File: src/rtl/irq_nios2_qsys_dct_reader.sv
// irq_nios2_qsys_dct_reader
// Consumer end of the Nios II OCI data-capture trace path. Packed capture
// words (ten 3-bit fields plus a field count) are queued in a small FIFO,
// then unpacked LSB-first into a valid/ready symbol stream. An end-of-test
// request drains everything still buffered and then raises a sticky
// completion flag.
// Optional feature macro: DCT_READER_DROP_COUNT_EN adds drop_count, a
// saturating count of every dropped write.
module irq_nios2_qsys_dct_reader #(
  parameter int DEPTH = 4,
  parameter int AW    = 2
) (
  input  logic          clk,
  input  logic          reset,
  input  logic [29:0]   dct_buffer,
  input  logic [3:0]    dct_count,
  input  logic          dct_wr,
  output logic [2:0]    sym_data,
  output logic          sym_valid,
  input  logic          sym_ready,
  output logic          sym_last,
  input  logic          test_ending,
  output logic          test_has_ended,
  output logic [AW:0]   fill_level,
`ifdef DCT_READER_DROP_COUNT_EN
  output logic [7:0]    drop_count,
`endif
  output logic          overflow
);

  localparam logic [1:0] IDLE  = 2'd0;
  localparam logic [1:0] EMIT  = 2'd1;
  localparam logic [1:0] DRAIN = 2'd2;
  localparam logic [1:0] ENDED = 2'd3;

  localparam logic [AW:0] FULL_LEVEL = (AW + 1)'(DEPTH);

  // Each FIFO entry is {count, buffer}.
  logic [33:0]  mem_q [DEPTH];
  logic [AW:0]  wrPtr_q, wrPtr_d;
  logic [AW:0]  rdPtr_q, rdPtr_d;
  logic [AW:0]  fillNow;
  logic [AW:0]  fillNext;
  logic [29:0]  shift_q, shift_d;
  logic [3:0]   remaining_q, remaining_d;
  logic         symValid_q, symValid_d;
  logic [1:0]   state_q, state_d;
  logic         overflow_q, overflow_d;

  logic         fifoEmpty;
  logic         fifoFull;
  logic         legalCount;
  logic         drainStarted;
  logic         accept;
  logic         wordDone;
  logic         popWord;
  logic         pushOk;
  logic         dropFull;
  logic [33:0]  headWord;

  assign fillNow      = wrPtr_q - rdPtr_q;
  assign fifoEmpty    = (fillNow == '0);
  assign fifoFull     = (fillNow == FULL_LEVEL);
  assign legalCount   = (dct_count != 4'd0) && (dct_count <= 4'd10);
  assign drainStarted = (state_q == DRAIN) || (state_q == ENDED);
  assign headWord     = mem_q[rdPtr_q[AW-1:0]];

  // A word leaves the FIFO whenever the shift register is empty or its final
  // field is being accepted, so consecutive words stream with no bubble.
  assign accept   = symValid_q & sym_ready;
  assign wordDone = accept & (remaining_q == 4'd1);
  assign popWord  = (state_q != ENDED) & ~fifoEmpty & (~symValid_q | wordDone);

  // A full FIFO still takes a word when the head is leaving in the same cycle.
  assign pushOk   = dct_wr & legalCount & ~drainStarted & (~fifoFull | popWord);
  assign dropFull = dct_wr & legalCount & ~drainStarted & fifoFull & ~popWord;

  assign wrPtr_d  = wrPtr_q + (AW + 1)'(pushOk);
  assign rdPtr_d  = rdPtr_q + (AW + 1)'(popWord);
  assign fillNext = wrPtr_d - rdPtr_d;

  // Unpacking datapath and state transitions; the drain finishes the moment
  // nothing is left in flight or queued after this cycle.
  always_comb begin
    shift_d     = shift_q;
    remaining_d = remaining_q;
    symValid_d  = symValid_q;
    state_d     = state_q;
    overflow_d  = overflow_q | dropFull;

    if (popWord) begin
      shift_d     = headWord[29:0];
      remaining_d = headWord[33:30];
      symValid_d  = 1'b1;
    end else if (wordDone) begin
      shift_d     = shift_q >> 3;
      remaining_d = 4'd0;
      symValid_d  = 1'b0;
    end else if (accept) begin
      shift_d     = shift_q >> 3;
      remaining_d = remaining_q - 4'd1;
    end

    case (state_q)
      IDLE, EMIT: begin
        if (test_ending) begin
          state_d = (!symValid_d && fillNext == '0) ? ENDED : DRAIN;
        end else begin
          state_d = symValid_d ? EMIT : IDLE;
        end
      end
      DRAIN: begin
        if (!symValid_d && fillNext == '0) begin
          state_d = ENDED;
        end
      end
      default: begin
        symValid_d = 1'b0;
      end
    endcase
  end

  // FIFO storage; stale contents are harmless because the pointers define it.
  always_ff @(posedge clk) begin
    if (pushOk) begin
      mem_q[wrPtr_q[AW-1:0]] <= {dct_count, dct_buffer};
    end
  end

  // Control and datapath registers with synchronous reset.
  always_ff @(posedge clk) begin
    if (reset) begin
      wrPtr_q     <= '0;
      rdPtr_q     <= '0;
      shift_q     <= '0;
      remaining_q <= '0;
      symValid_q  <= 1'b0;
      state_q     <= IDLE;
      overflow_q  <= 1'b0;
    end else begin
      wrPtr_q     <= wrPtr_d;
      rdPtr_q     <= rdPtr_d;
      shift_q     <= shift_d;
      remaining_q <= remaining_d;
      symValid_q  <= symValid_d;
      state_q     <= state_d;
      overflow_q  <= overflow_d;
    end
  end

`ifdef DCT_READER_DROP_COUNT_EN
  logic [7:0] dropCount_q, dropCount_d;
  logic       anyDrop;

  assign anyDrop = dct_wr & (~legalCount | drainStarted | (fifoFull & ~popWord));

  // Saturating tally of every write that did not enter the FIFO.
  always_comb begin
    dropCount_d = dropCount_q;
    if (anyDrop && dropCount_q != 8'hFF) begin
      dropCount_d = dropCount_q + 8'd1;
    end
  end

  // Drop counter register.
  always_ff @(posedge clk) begin
    if (reset) begin
      dropCount_q <= '0;
    end else begin
      dropCount_q <= dropCount_d;
    end
  end

  assign drop_count = dropCount_q;
`endif

  assign sym_data       = shift_q[2:0];
  assign sym_valid      = symValid_q;
  assign sym_last       = symValid_q & (remaining_q == 4'd1);
  assign test_has_ended = (state_q == ENDED);
  assign fill_level     = fillNow;
  assign overflow       = overflow_q;

endmodule
File: config.mk
export PLATFORM = sky130hd
export DESIGN_NAME = irq_nios2_qsys_dct_reader
export DESIGN_NICKNAME = d
export VERILOG_FILES = /design/src/rtl/irq_nios2_qsys_dct_reader.sv
export SDC_FILE = /design/constraint.sdc
export NUM_CORES = 1
export LEC_CHECK = 0
export CORE_ASPECT_RATIO = 1.5
export CORE_MARGIN = 2
export CORE_UTILIZATION = 48
export DETAILED_ROUTE_END_ITERATION = 8
export PLACE_DENSITY = 0.76
export SYNTH_ARGS = -nofsm -noshare
export SYNTH_HDL_FRONTEND = slang
export SYNTH_SLANG_ARGS = --single-unit
export TNS_END_PERCENT = 50
File: constraint.sdc
create_clock -name clk -period 6.8 [get_ports clk]
set_input_delay 1.7 -clock clk [delete_from_list [all_inputs] [get_ports clk]]
set_output_delay 1.7 -clock clk [all_outputs]
set_load 0.005 [all_outputs]
==> flow_summary.yaml <==
floorplan:
  ios: 49
  core_area_um2: 14500
  die_w_um: 103
  fp.dieArea_um2: 15800
  dieHeight_um: 153
  num_rows: 54
  start_util_pct: 48.8
detailed_routing:
  wl_um: 12600
  routed-via-count: 3885
  drtAntennaViolNets: 0
  drc: 0
  first_pass_iters: 4
  vias_per_cell: 5.52
  wl_per_cell_um: 17.8
  drt_iter0_drc: 274
cells_and_area:
  synthToLayoutAreaGrowth_pct: 18.8
  layout_common_cells: "edfxtp_1, nand2_1, clkdlybuf4s50_1"
  utilization_pct: 57.9
  final_cell_count_no_fill: 704
  antenna_cells: 0
  final_nets: 544
  final_common_cell: "edfxtp_1"
  drive_gt1_share_pct: 17.5
timing:
  rsz0062_at_grt: "false"
  layout_min_cycle_time_ns: 4.99
  relSlewSlack_pct: 50.2
  setup_tns_ns: 0
  layout_setup_ws_ns: 1.81
  finalMaxSlewViolations: 0
  final.period_utilization_pct: 73.4
  fin_skew_ns: 0.00844
  fmax_ghz: 0.200
  tightestPinTransition_ns: 0.728
  finalSetupViolCount: 0
  hold_viol: 0
clock_tree:
  clkLatencyLatePin_ns: 0.42
  clkSlewWorstSetupHoldPaths_ns: 0.07
  cts-buffers-inserted: 17
  cts_max_level: 4
  cts_resized: 0
  cts_hold_buf: 0
  cts_tree: "yes"
  cts.path.max_buffers: 2
  post_cts_buffers: 0
  cts_root_buf: "clkbuf_16"
  cts.sinks: 180
synth:
  ys_top_cells_by_area: "edfxtp_1, dfxtp_1, mux4_2"
  synth-edff-count: 136
  synth_cell_types: 42
  synth_area_leader_cell: "edfxtp_1"
  async_reset_ff_share_pct: 0
  avgSynthCellArea_um2: 15.9
  ys_ff_latch: 180
  ys_seq_area_share_pct: 70.1
  synth.top_cell.area_share_pct: 57.6
  yosysWarnings: 0
  syn_nets: 494
  synthesis.instances: 445
  syn_area_um2: 7090
  synth-main-ff-cell: "edfxtp_1"
hold_path:
  hp-class: "flip-flop to flip-flop"
setup_path:
  timing.rr.start: "wrPtr_q[0]"
  cp_max_fo: 28
  worst_ep_required_time_ns: 7.09
  crit_start: "sym_ready"
  crit_type: "input pin to flip-flop"
  cp.arrival_ns: 5.28
  crit_path_end: "state_q[0]"
  rrSetupSlack_ns: 2.22
  r2r-end: "state_q[0]"
  cp-end-kind: "flip-flop"
  startpoint_type: "input pin"
  rr_worst_depth: 18
global_routing:
  use_met1_pct: 20.4
  grt_pass1_wl_um: 20700
  busiest_layer: "met2"
  grt_pass1_vias: 4132
  overflow: 0
  use_met3_pct: 4.54
  grt_util_met2_pct: 29.4
  grt_util_all_layers_pct: 17.5
  antenna_found_initial: 0
  grt_max_degree: 45
placement:
  dpl.hpwl_um: 8050
  numPortBuffers: 48
  dp.cells: 672
  gp_congestion: 0.816
  dp_slack_ns: 1.37
power:
  comb_power_share_pct: 32.0
  switching_power_w: 0.00111
  fin_total_pwr_w: 0.00354
  power_frac_seq_pct: 39.2
  power_leakage_nw: 2.81
  peakVddDrop_uv: 349
  p_clk_share_pct: 28.8
  powerDensity_nw_per_um2: 420
  sw_frac_of_total_pct: 31.5
  power.internal_w: 0.00242
job:
  max_cap_viol_count: 0
run_status:
  status: "complete, no violations"
==> layer usage <==
layer / part of all wire [%] / vias to the layer above / routed length [um]
met5: 0 / - / 0
met4: 3.0 / 0 / 379
met3: 3.4 / 32 / 428
met2: 54 / 91 / 6780
met1: 40 / 1951 / 4970
li1: - / 1811 / -
==> kinds of logic (layout without fill, tap and decap cells) <==
family / Yosys count / in the layout / share of synthesized area (%)
simple gates: 121 / 121 / 7.08
flops: 180 / 180 / 70.1
buf+inv: 43 / 106 / 2.86
xor+xnor: 5 / 5 / 1.04
compound gates: 52 / 52 / 6.27
fa+ha+maj: 10 / 10 / 1.87
mux: 34 / 34 / 10.8
==> power by group through the flow <==
stage / combinational [W] / clock, W / sequential [W]
2_1_floorplan: 0.000898 / 0 / 0.00138
3_3_place_gp: 0.00110 / 0 / 0.00140
3_5_place_dp: 0.00114 / 0 / 0.00141
4_1_cts: 0.00115 / 0.00103 / 0.00139
5_1_grt: 0.00125 / 0.00108 / 0.00140
6_report: 0.00113 / 0.00102 / 0.00139
==> area by class of cell <==
| cell class | count | area [um2] |
|---|---|---|
| Fill cell | 1070 | 6110 |
| Timing Repair Buffer | 61 | 578 |
| Clock inverter | 14 | 200 |
| Clock buffer | 18 | 429 |
| Sequential cell | 180 | 4970 |
| Multi-Input combinational cell | 222 | 1950 |
| Tap cell | 196 | 245 |
| Inverter | 13 | 48.8 |
==> flip-flops by register name (all words and copies together), names as in the netlist <==
signal / flops
mem_q: 136
shift_q: 30
state_q: 2
wrPtr_q: 3
sym_valid: 1
remaining_q: 4
overflow: 1
rdPtr_q: 3
==> worst max-delay path, stage by stage <==
cell             delay, ns
clkdlybuf4s50_1       0.48
nor4bb_1              0.21
o21bai_4              0.56
inv_2                 0.08
nor3b_1               0.26
nand2b_1              0.31
inv_1                 0.07
ha_1                  0.18
ha_1                  0.31
ha_1                  0.22
nor2b_1               0.13
xnor3_1               0.39
and3_1                0.20
o211ai_1              0.08
a31oi_1               0.10
==> worst min path at each step <==
| stage | start | endpoint | slack (ns) | cells past startpoint |
|---|---|---|---|---|
| floorplan | shift_q[3] | shift_q[0] | 0.46 | 2 |
| global placement | shift_q[15] | shift_q[12] | 0.46 | 2 |
| detailed placement | shift_q[4] | shift_q[1] | 0.47 | 2 |
| CTS | shift_q[13] | shift_q[10] | 0.48 | 2 |
| global route | shift_q[20] | shift_q[17] | 0.49 | 2 |
| finish | shift_q[13] | shift_q[10] | 0.47 | 2 |
==> synthesized netlist by cell type (2+ instances only) <==
cell	number
edfxtp_1	136
buf_1	2
nor2_1	43
nand2b_1	3
nand2_1	58
dfxtp_1	44
a22oi_1	4
o21ai_0	2
inv_1	12
buf_2	9
a211oi_1	2
mux4_2	34
ha_1	9
a311oi_1	27
nor2b_1	5
nor3_1	7
a21oi_1	4
xnor2_1	3
o21a_1	2
clkbuf_1	12
buf_4	6
==> through the flow <==
stage / hold WS, ns / instance area [um2]
final: 0.472 / 8420
after global routing: 0.494 / 8420
after CTS: 0.477 / 8420
after detailed placement: 0.468 / 7790
after global placement: 0.461 / 7790
after floorplan: 0.455 / 7090
(Power assumes the default switching activity.)
